--- src/rtl/matrix_stream_host_pkg.sv ---
// Shared definitions for the floating-point matrix host: element width,
// controller state encoding and the flattened-bus slot addressing helpers.
package matrix_stream_host_pkg;

    localparam int ELEMENT_LENGTH = 32;

    typedef enum logic [2:0] {
        ST_IDLE        = 3'd0,
        ST_LOAD_A      = 3'd1,
        ST_LOAD_B      = 3'd2,
        ST_START       = 3'd3,
        ST_WAIT_RESULT = 3'd4,
        ST_ACK         = 3'd5,
        ST_SEND        = 3'd6
    } state_t;

    // Slot 0 sits in the most significant element of a flattened bus.
    function automatic int slot_msb(input int width, input int slot);
        return width - 1 - ELEMENT_LENGTH * slot;
    endfunction

    function automatic int max3(input int a, input int b, input int c);
        int m;
        m = (a > b) ? a : b;
        return (m > c) ? m : c;
    endfunction

endpackage

--- src/rtl/matrix_stream_host_word_packer.sv ---
// Slot-addressed element register presented as one flattened bus,
// slot 0 in the MSBs. One element is written per enabled cycle.
module word_packer
    import matrix_stream_host_pkg::*;
#(
    parameter int SLOTS  = 4,
    parameter int ADDR_W = 3
) (
    input  logic                              clk,
    input  logic                              rst,
    input  logic                              wr_en,
    input  logic [ADDR_W-1:0]                 wr_slot,
    input  logic [ELEMENT_LENGTH-1:0]         wr_data,
    output logic [SLOTS*ELEMENT_LENGTH-1:0]   bus
);

    localparam int BUS_W = SLOTS * ELEMENT_LENGTH;

    for (genvar gi = 0; gi < SLOTS; gi++) begin : g_slot
        logic [ELEMENT_LENGTH-1:0] slot_reg;

        always_ff @(posedge clk or posedge rst) begin
            if (rst) begin
                slot_reg <= '0;
            end else if (wr_en && (wr_slot == ADDR_W'(gi))) begin
                slot_reg <= wr_data;
            end
        end

        assign bus[slot_msb(BUS_W, gi) -: ELEMENT_LENGTH] = slot_reg;
    end

endmodule

--- src/rtl/matrix_stream_host.sv ---
// Serial-to-parallel host for the matrix multiplier: packs A and B from an
// element stream, starts the multiplier, captures its result and streams it out.
module matrix_stream_host
    import matrix_stream_host_pkg::*;
#(
    parameter int NUM_FIRST_ROW  = 2,
    parameter int NUM_FIRST_COL  = 2,
    parameter int NUM_SECOND_COL = 2
) (
    input  logic                                                  clk,
    input  logic                                                  rst,
    input  logic [ELEMENT_LENGTH-1:0]                             in_data,
    input  logic                                                  in_stb,
    output logic                                                  in_ack,
    output logic [ELEMENT_LENGTH*NUM_FIRST_ROW*NUM_FIRST_COL-1:0] mm_In1,
    output logic [ELEMENT_LENGTH*NUM_FIRST_COL*NUM_SECOND_COL-1:0] mm_In2,
    output logic                                                  mm_load,
    input  logic [ELEMENT_LENGTH*NUM_FIRST_ROW*NUM_SECOND_COL-1:0] mm_Out,
    input  logic                                                  mm_out_ready,
    output logic                                                  mm_out_ack,
    output logic [ELEMENT_LENGTH-1:0]                             out_data,
    output logic                                                  out_stb,
    input  logic                                                  out_ack,
    output logic                                                  busy
);

    localparam int NUM_A   = NUM_FIRST_ROW * NUM_FIRST_COL;
    localparam int NUM_B   = NUM_FIRST_COL * NUM_SECOND_COL;
    localparam int NUM_OUT = NUM_FIRST_ROW * NUM_SECOND_COL;
    localparam int NUM_MAX = max3(NUM_A, NUM_B, NUM_OUT);
    localparam int CNT_W   = $clog2(NUM_MAX + 1);
    localparam int OUT_W   = NUM_OUT * ELEMENT_LENGTH;

    state_t                    state_reg, state_next;
    logic [CNT_W-1:0]          count_reg, count_next;
    logic                      in_ack_reg, in_ack_next;
    logic                      mm_load_reg, mm_load_next;
    logic                      mm_out_ack_reg, mm_out_ack_next;
    logic                      out_stb_reg, out_stb_next;
    logic                      busy_reg, busy_next;
    logic [ELEMENT_LENGTH-1:0] out_data_reg, out_data_next;
    logic [ELEMENT_LENGTH-1:0] result_reg [NUM_OUT];
    logic [ELEMENT_LENGTH-1:0] out_slot [NUM_OUT];
    logic                      capture;
    logic                      wr_a;
    logic                      wr_b;
    logic                      in_fire;
    logic                      out_fire;

    assign in_fire  = in_stb && in_ack_reg;
    assign out_fire = out_stb_reg && out_ack;

    always_comb begin
        state_next      = state_reg;
        count_next      = count_reg;
        capture         = 1'b0;
        wr_a            = 1'b0;
        wr_b            = 1'b0;
        case (state_reg)
            ST_IDLE: begin
                state_next = ST_LOAD_A;
                count_next = '0;
            end
            ST_LOAD_A: begin
                if (in_fire) begin
                    wr_a = 1'b1;
                    if (count_reg == CNT_W'(NUM_A - 1)) begin
                        count_next = '0;
                        state_next = ST_LOAD_B;
                    end else begin
                        count_next = count_reg + 1'b1;
                    end
                end
            end
            ST_LOAD_B: begin
                if (in_fire) begin
                    wr_b = 1'b1;
                    if (count_reg == CNT_W'(NUM_B - 1)) begin
                        count_next = '0;
                        state_next = ST_START;
                    end else begin
                        count_next = count_reg + 1'b1;
                    end
                end
            end
            ST_START: begin
                state_next = ST_WAIT_RESULT;
            end
            ST_WAIT_RESULT: begin
                if (mm_out_ready) begin
                    capture    = 1'b1;
                    state_next = ST_ACK;
                end
            end
            ST_ACK: begin
                state_next = ST_SEND;
                count_next = '0;
            end
            ST_SEND: begin
                if (out_fire) begin
                    if (count_reg == CNT_W'(NUM_OUT - 1)) begin
                        count_next = '0;
                        state_next = ST_IDLE;
                    end else begin
                        count_next = count_reg + 1'b1;
                    end
                end
            end
            default: begin
                state_next = ST_IDLE;
                count_next = '0;
            end
        endcase

        // Outputs are registered versions of what the next state demands.
        in_ack_next     = (state_next == ST_LOAD_A) || (state_next == ST_LOAD_B);
        mm_load_next    = (state_next == ST_START);
        mm_out_ack_next = (state_next == ST_ACK);
        out_stb_next    = (state_next == ST_SEND);
        busy_next       = (state_next != ST_IDLE);
    end

    always_comb begin
        out_data_next = out_data_reg;
        if (state_next == ST_SEND) begin
            for (int i = 0; i < NUM_OUT; i++) begin
                if (count_next == CNT_W'(i)) begin
                    out_data_next = result_reg[i];
                end
            end
        end
    end

    always_ff @(posedge clk or posedge rst) begin
        if (rst) begin
            state_reg      <= ST_IDLE;
            count_reg      <= '0;
            in_ack_reg     <= 1'b0;
            mm_load_reg    <= 1'b0;
            mm_out_ack_reg <= 1'b0;
            out_stb_reg    <= 1'b0;
            busy_reg       <= 1'b0;
            out_data_reg   <= '0;
        end else begin
            state_reg      <= state_next;
            count_reg      <= count_next;
            in_ack_reg     <= in_ack_next;
            mm_load_reg    <= mm_load_next;
            mm_out_ack_reg <= mm_out_ack_next;
            out_stb_reg    <= out_stb_next;
            busy_reg       <= busy_next;
            out_data_reg   <= out_data_next;
        end
    end

    for (genvar gi = 0; gi < NUM_OUT; gi++) begin : g_out_slot
        assign out_slot[gi] = mm_Out[slot_msb(OUT_W, gi) -: ELEMENT_LENGTH];
    end

    always_ff @(posedge clk or posedge rst) begin
        if (rst) begin
            for (int i = 0; i < NUM_OUT; i++) begin
                result_reg[i] <= '0;
            end
        end else if (capture) begin
            for (int i = 0; i < NUM_OUT; i++) begin
                result_reg[i] <= out_slot[i];
            end
        end
    end

    word_packer #(
        .SLOTS  (NUM_A),
        .ADDR_W (CNT_W)
    ) u_pack_a (
        .clk     (clk),
        .rst     (rst),
        .wr_en   (wr_a),
        .wr_slot (count_reg),
        .wr_data (in_data),
        .bus     (mm_In1)
    );

    word_packer #(
        .SLOTS  (NUM_B),
        .ADDR_W (CNT_W)
    ) u_pack_b (
        .clk     (clk),
        .rst     (rst),
        .wr_en   (wr_b),
        .wr_slot (count_reg),
        .wr_data (in_data),
        .bus     (mm_In2)
    );

    assign in_ack     = in_ack_reg;
    assign mm_load    = mm_load_reg;
    assign mm_out_ack = mm_out_ack_reg;
    assign out_stb    = out_stb_reg;
    assign busy       = busy_reg;
    assign out_data   = out_data_reg;

endmodule
--- config.mk ---
export PLATFORM = sky130hd
export DESIGN_NAME = matrix_stream_host
export DESIGN_NICKNAME = d
export VERILOG_FILES = /design/src/rtl/matrix_stream_host_pkg.sv /design/src/rtl/matrix_stream_host_word_packer.sv /design/src/rtl/matrix_stream_host.sv
export SDC_FILE = /design/constraint.sdc
export NUM_CORES = 1
export LEC_CHECK = 0
export BUFFER_PORTS_ARGS = -buffer_cell sky130_fd_sc_hd__buf_4
export CORE_MARGIN = 3
export CORE_UTILIZATION = 48
export DETAILED_ROUTE_END_ITERATION = 8
export GPL_TIMING_DRIVEN = 0
export PLACE_DENSITY = 0.82
export SLEW_MARGIN = 15
export SYNTH_ARGS = -nofsm -noshare
export SYNTH_HDL_FRONTEND = slang
export SYNTH_HIERARCHICAL = 1
export SYNTH_SLANG_ARGS = --single-unit
--- constraint.sdc ---
create_clock -name clk -period 5 [get_ports clk]
set_input_delay 0.25 -clock clk [delete_from_list [all_inputs] [get_ports clk]]
set_output_delay 0.25 -clock clk [all_outputs]
set_load 0.005 [all_outputs]
==> key figures <==
Min path
  • Path class of the lowest-slack min-delay path: input pin to flip-flop
  • Startpoint of the tightest hold check path: in_data[3]
  • Hold-critical path endpoint: u_pack_a/g_slot[3].slot_reg[3]
  • Hold path depth: 2

Layout
  • Cell area after layout: 0.0244 mm^2
  • Fraction of final layout cells with drive strength greater than 1: 54.3%
  • Total Nets Final: 1891
  • Commonest non-fill, non-tap cells in the layout: sky130_fd_sc_hd__buf_4 (459), sky130_fd_sc_hd__dfrtp_1 (427), sky130_fd_sc_hd__mux2_2 (328)
  • Fill cell instance count of the final layout: 2227
  • Relative area change from synthesis to final layout: 40.4%
  • Most common cell after layout, fill and taps aside: sky130_fd_sc_hd__buf_4

Die
  • Overall die height: 196 um
  • Initial Utilization: 49.5%
  • Die X: 196 um
  • DIE AREA: 0.0384 mm^2
  • Core Footprint: 0.0351 mm^2
  • Placement row count: 68
  • IO Pins: 458

Synthesis
  • Mapped Avg Cell Area: 16.2 um^2
  • Most used flip-flop cell after synthesis: sky130_fd_sc_hd__dfrtp_1
  • Warnings, synthesis: 6
  • Share of flip-flops with an asynchronous set or reset after synthesis: 100%
  • Synth cell types: 46
  • Share of Yosys cell area claimed by the top area cell type: 61.6%
  • Library cell occupying the most area in the post-synthesis netlist: sky130_fd_sc_hd__dfrtp_1
  • Total nets after synthesis: 1235
  • Total standard cell area after synthesis: 0.0173 mm^2
  • Sequential area share after synthesis: 61.6%
  • Largest cells by area after synthesis: sky130_fd_sc_hd__dfrtp_1 (62%), sky130_fd_sc_hd__mux2_2 (21%), sky130_fd_sc_hd__mux2_1 (3.7%)
  • Number of cells produced by synthesis: 1069
  • Synth Register Bits: 427
  • Post-synth EDFFs: 0

CTS
  • Maximum clock path buffer count: 3
  • Depth of the CTS H-tree: 2
  • Clock transition at the registers of the reported paths: 0.06 ns
  • Number of sinks driven by the clock tree: 427
  • CTS Root Buffer Type: sky130_fd_sc_hd__clkbuf_16
  • TritonCTS clock tree: yes
  • TritonCTS Buffers: 44
  • Clock latency on the worst-skew pair: 0.54 ns

Global route
  • Number of antenna violations at the first check in global routing: 2
  • Total global routing overflow: 0
  • Global-route wire length before repair: 80300 um
  • Vias in the first global route: 13200
  • Pin count of the biggest net entering global routing: 109
  • GRT Resource Usage Total: 26.8%

Critical path
  • Terminus of the critical flop-to-flop path: out_data[12]
  • Largest stage delay on the critical path: 0.67 ns
  • Endpoint arrival time on the critical path: 3.08 ns
  • Cell Chain, Critical Path: ha_1 -> nand3_1 -> a211oi_1 -> nor4_2 -> buf_6 -> buf_12 -> mux2i_1 -> o221ai_2
  • Flop2flop setup slack: 2.32 ns
  • CP Data Required Time: 5.41 ns
  • CP Depth: 8
  • Slowest stage cell, crit path: sky130_fd_sc_hd__dfrtp_1
  • Endpoint type of the worst setup path: flip-flop
  • Worst Setup Path Type: flip-flop to flip-flop
  • R2R cell count: 8
  • Delay-heaviest family, CP: flip-flops
  • Worst path bufs/invs: 2
  • Critical path peak fanout: 13
  • Crit Reg-Reg Startpoint: count_reg[0]
  • Setup crit start kind: flip-flop

Pwr
  • Total power draw: 0.0130 W
  • Sw Pwr: 0.00394 W
  • Part of the total power dissipated in combinational logic: 33.1%
  • Pint: 0.00908 W
  • Sequential cell fraction of total power: 42.2%
  • Share of total power in the clock network: 24.7%
  • Reported leakage power: 12.2 nW
  • Cell Pwr Density: 535 mW/mm^2
  • Switch share: 30.3%
  • Peak ir drop on the vdd network: 0.403 mV

Place
  • Pre-CTS setup slack: 2.39 ns
  • Detailed-placement wirelength estimate: 34100 um
  • Routability Congestion: 0.827
  • Instance area after placement: 0.0214 mm^2
  • Port Buffers: 457

Route
  • Total wirelength of the detailed-routed design: 52000 um
  • Iteration-0 DRC count of the detailed router: 499
  • DRT Pass-1 Iters: 4
  • Vias per inst: 5.37
  • Residual DRC count: 0
  • DR vias: 11900
  • Detail Route Antenna Nets: 0
  • Wire length per cell: 23.5 um

Timing
  • Setup repair after global routing missed its margin: false
  • Final-report setup violation count: 0
  • Number of hold violations in the final report: 0
  • Clock skew: 0.0107 ns
  • Final setup slack of the worst path: 2.32 ns
  • Slew at the pin closest to its max-slew limit: 0.793 ns
  • Final critical-path required period: 2.68 ns
  • Headroom to the max-slew limit: 47.1%
  • Pins over their slew limit: 0
  • Final critical-path share of the clock period: 53.5%
  • FMAX: 374 MHz

Outcome
  • Status: complete, no violations

Run
  • Count of max-cap constraint violations: 0
worst max-delay path by stage:
stage / start / endpoint / slack [ns]
2_1_floorplan: rst / busy / 0.12
3_3_place_gp: rst / result_reg[116] / -1.71
3_5_place_dp: count_reg[0] / out_data[28] / 2.39
4_1_cts: count_reg[0] / out_data[28] / 2.37
5_1_grt: count_reg[0] / out_data[12] / 2.17
6_report: count_reg[0] / out_data[12] / 2.32
kinds of logic (layout without fill, tap and decap cells):
logic type	count (synthesis)	count (layout)	share of synthesized area, %
other cells	0	1	0
buf+inv	68	755	3.36
mux	449	449	28.7
xor+xnor	1	1	0.0505
flops	427	427	61.6
compound gates	49	49	3.64
simple gates	74	74	2.57
fa+ha+maj	1	1	0.0721
synthesized netlist by cell type, types with 2 or more instances:
cell type / number
sky130_fd_sc_hd__mux2_2: 328
sky130_fd_sc_hd__inv_1: 5
sky130_fd_sc_hd__nand4b_1: 2
sky130_fd_sc_hd__o221ai_2: 32
sky130_fd_sc_hd__buf_12: 8
sky130_fd_sc_hd__nand3_1: 2
sky130_fd_sc_hd__a21o_1: 2
sky130_fd_sc_hd__and2_1: 3
sky130_fd_sc_hd__buf_6: 21
sky130_fd_sc_hd__dfrtp_1: 427
sky130_fd_sc_hd__nor3_1: 2
sky130_fd_sc_hd__a21oi_1: 3
sky130_fd_sc_hd__nand2_1: 36
sky130_fd_sc_hd__nor4b_4: 2
sky130_fd_sc_hd__buf_4: 2
sky130_fd_sc_hd__nor2_1: 3
sky130_fd_sc_hd__buf_2: 26
sky130_fd_sc_hd__nand2b_1: 7
sky130_fd_sc_hd__clkbuf_1: 5
sky130_fd_sc_hd__nor3b_1: 2
sky130_fd_sc_hd__o22ai_1: 3
sky130_fd_sc_hd__nor4bb_1: 4
sky130_fd_sc_hd__mux2i_1: 64
sky130_fd_sc_hd__mux2_1: 57
sky130_fd_sc_hd__and3b_1: 2
worst register-to-register path: stages, from the launching register on:
cell	delay (ns)
sky130_fd_sc_hd__dfrtp_1	0.67
sky130_fd_sc_hd__ha_1	0.34
sky130_fd_sc_hd__nand3_1	0.09
sky130_fd_sc_hd__a211oi_1	0.06
sky130_fd_sc_hd__nor4_2	0.41
sky130_fd_sc_hd__buf_6	0.27
sky130_fd_sc_hd__buf_12	0.19
sky130_fd_sc_hd__mux2i_1	0.37
sky130_fd_sc_hd__o221ai_2	0.16
through the flow:
stage	std cells	setup TNS [ns]	util [%]	hold WS, ns
after floorplan	1069	0	-	0.385
after global placement	1981	-378.55	60.9	0.466
after detailed placement	1984	0	61.2	0.350
after CTS	2211	0	69.5	0.00146
after global routing	2212	0	69.5	0.00374
final	2212	0	69.5	0.0219
power groups by stage:
| stage | Combinational [W] | Sequential, W | Clock, W |
|---|---|---|---|
| finish | 0.00431 | 0.00550 | 0.00322 |
| floorplan | 0.00223 | 0.00537 | 0 |
| detailed placement | 0.00413 | 0.00547 | 0 |
| CTS | 0.00425 | 0.00543 | 0.00326 |
| global route | 0.00460 | 0.00562 | 0.00342 |
| global placement | 0.00398 | 0.00542 | 0 |
metal layers:
layer / routed length [um] / global-route usage [%] / vias to the layer above
met4: 2270 / 10.7 / 2
met1: 19900 / 32.2 / 6100
li1: - / - / 5167
met3: 3650 / 6.63 / 131
met5: 7 / 0 / -
met2: 26200 / 46.3 / 487
what timing repair did:
| action | in CTS | in global routing |
|---|---|---|
| setup endpoints to repair | 0 | 0 |
| resized for setup | 0 | 0 |
| hold buffers | 150 | 0 |
| hold endpoints to repair | 389 | 0 |
| buffers inserted | 0 | 0 |
area by class of cell:
class,instances,area (um^2),area share [%]
Antenna cell,1,2.50,0.0103
Buffer,63,564,2.32
Clock buffer,66,1290,5.32
Clock inverter,11,111,0.457
Inverter,5,36.3,0.149
Multi-Input combinational cell,574,6070,24.9
Sequential cell,427,10700,43.9
Tap cell,455,569,2.34
Timing Repair Buffer,610,5010,20.6
Power figures use the tool's default switching activity.
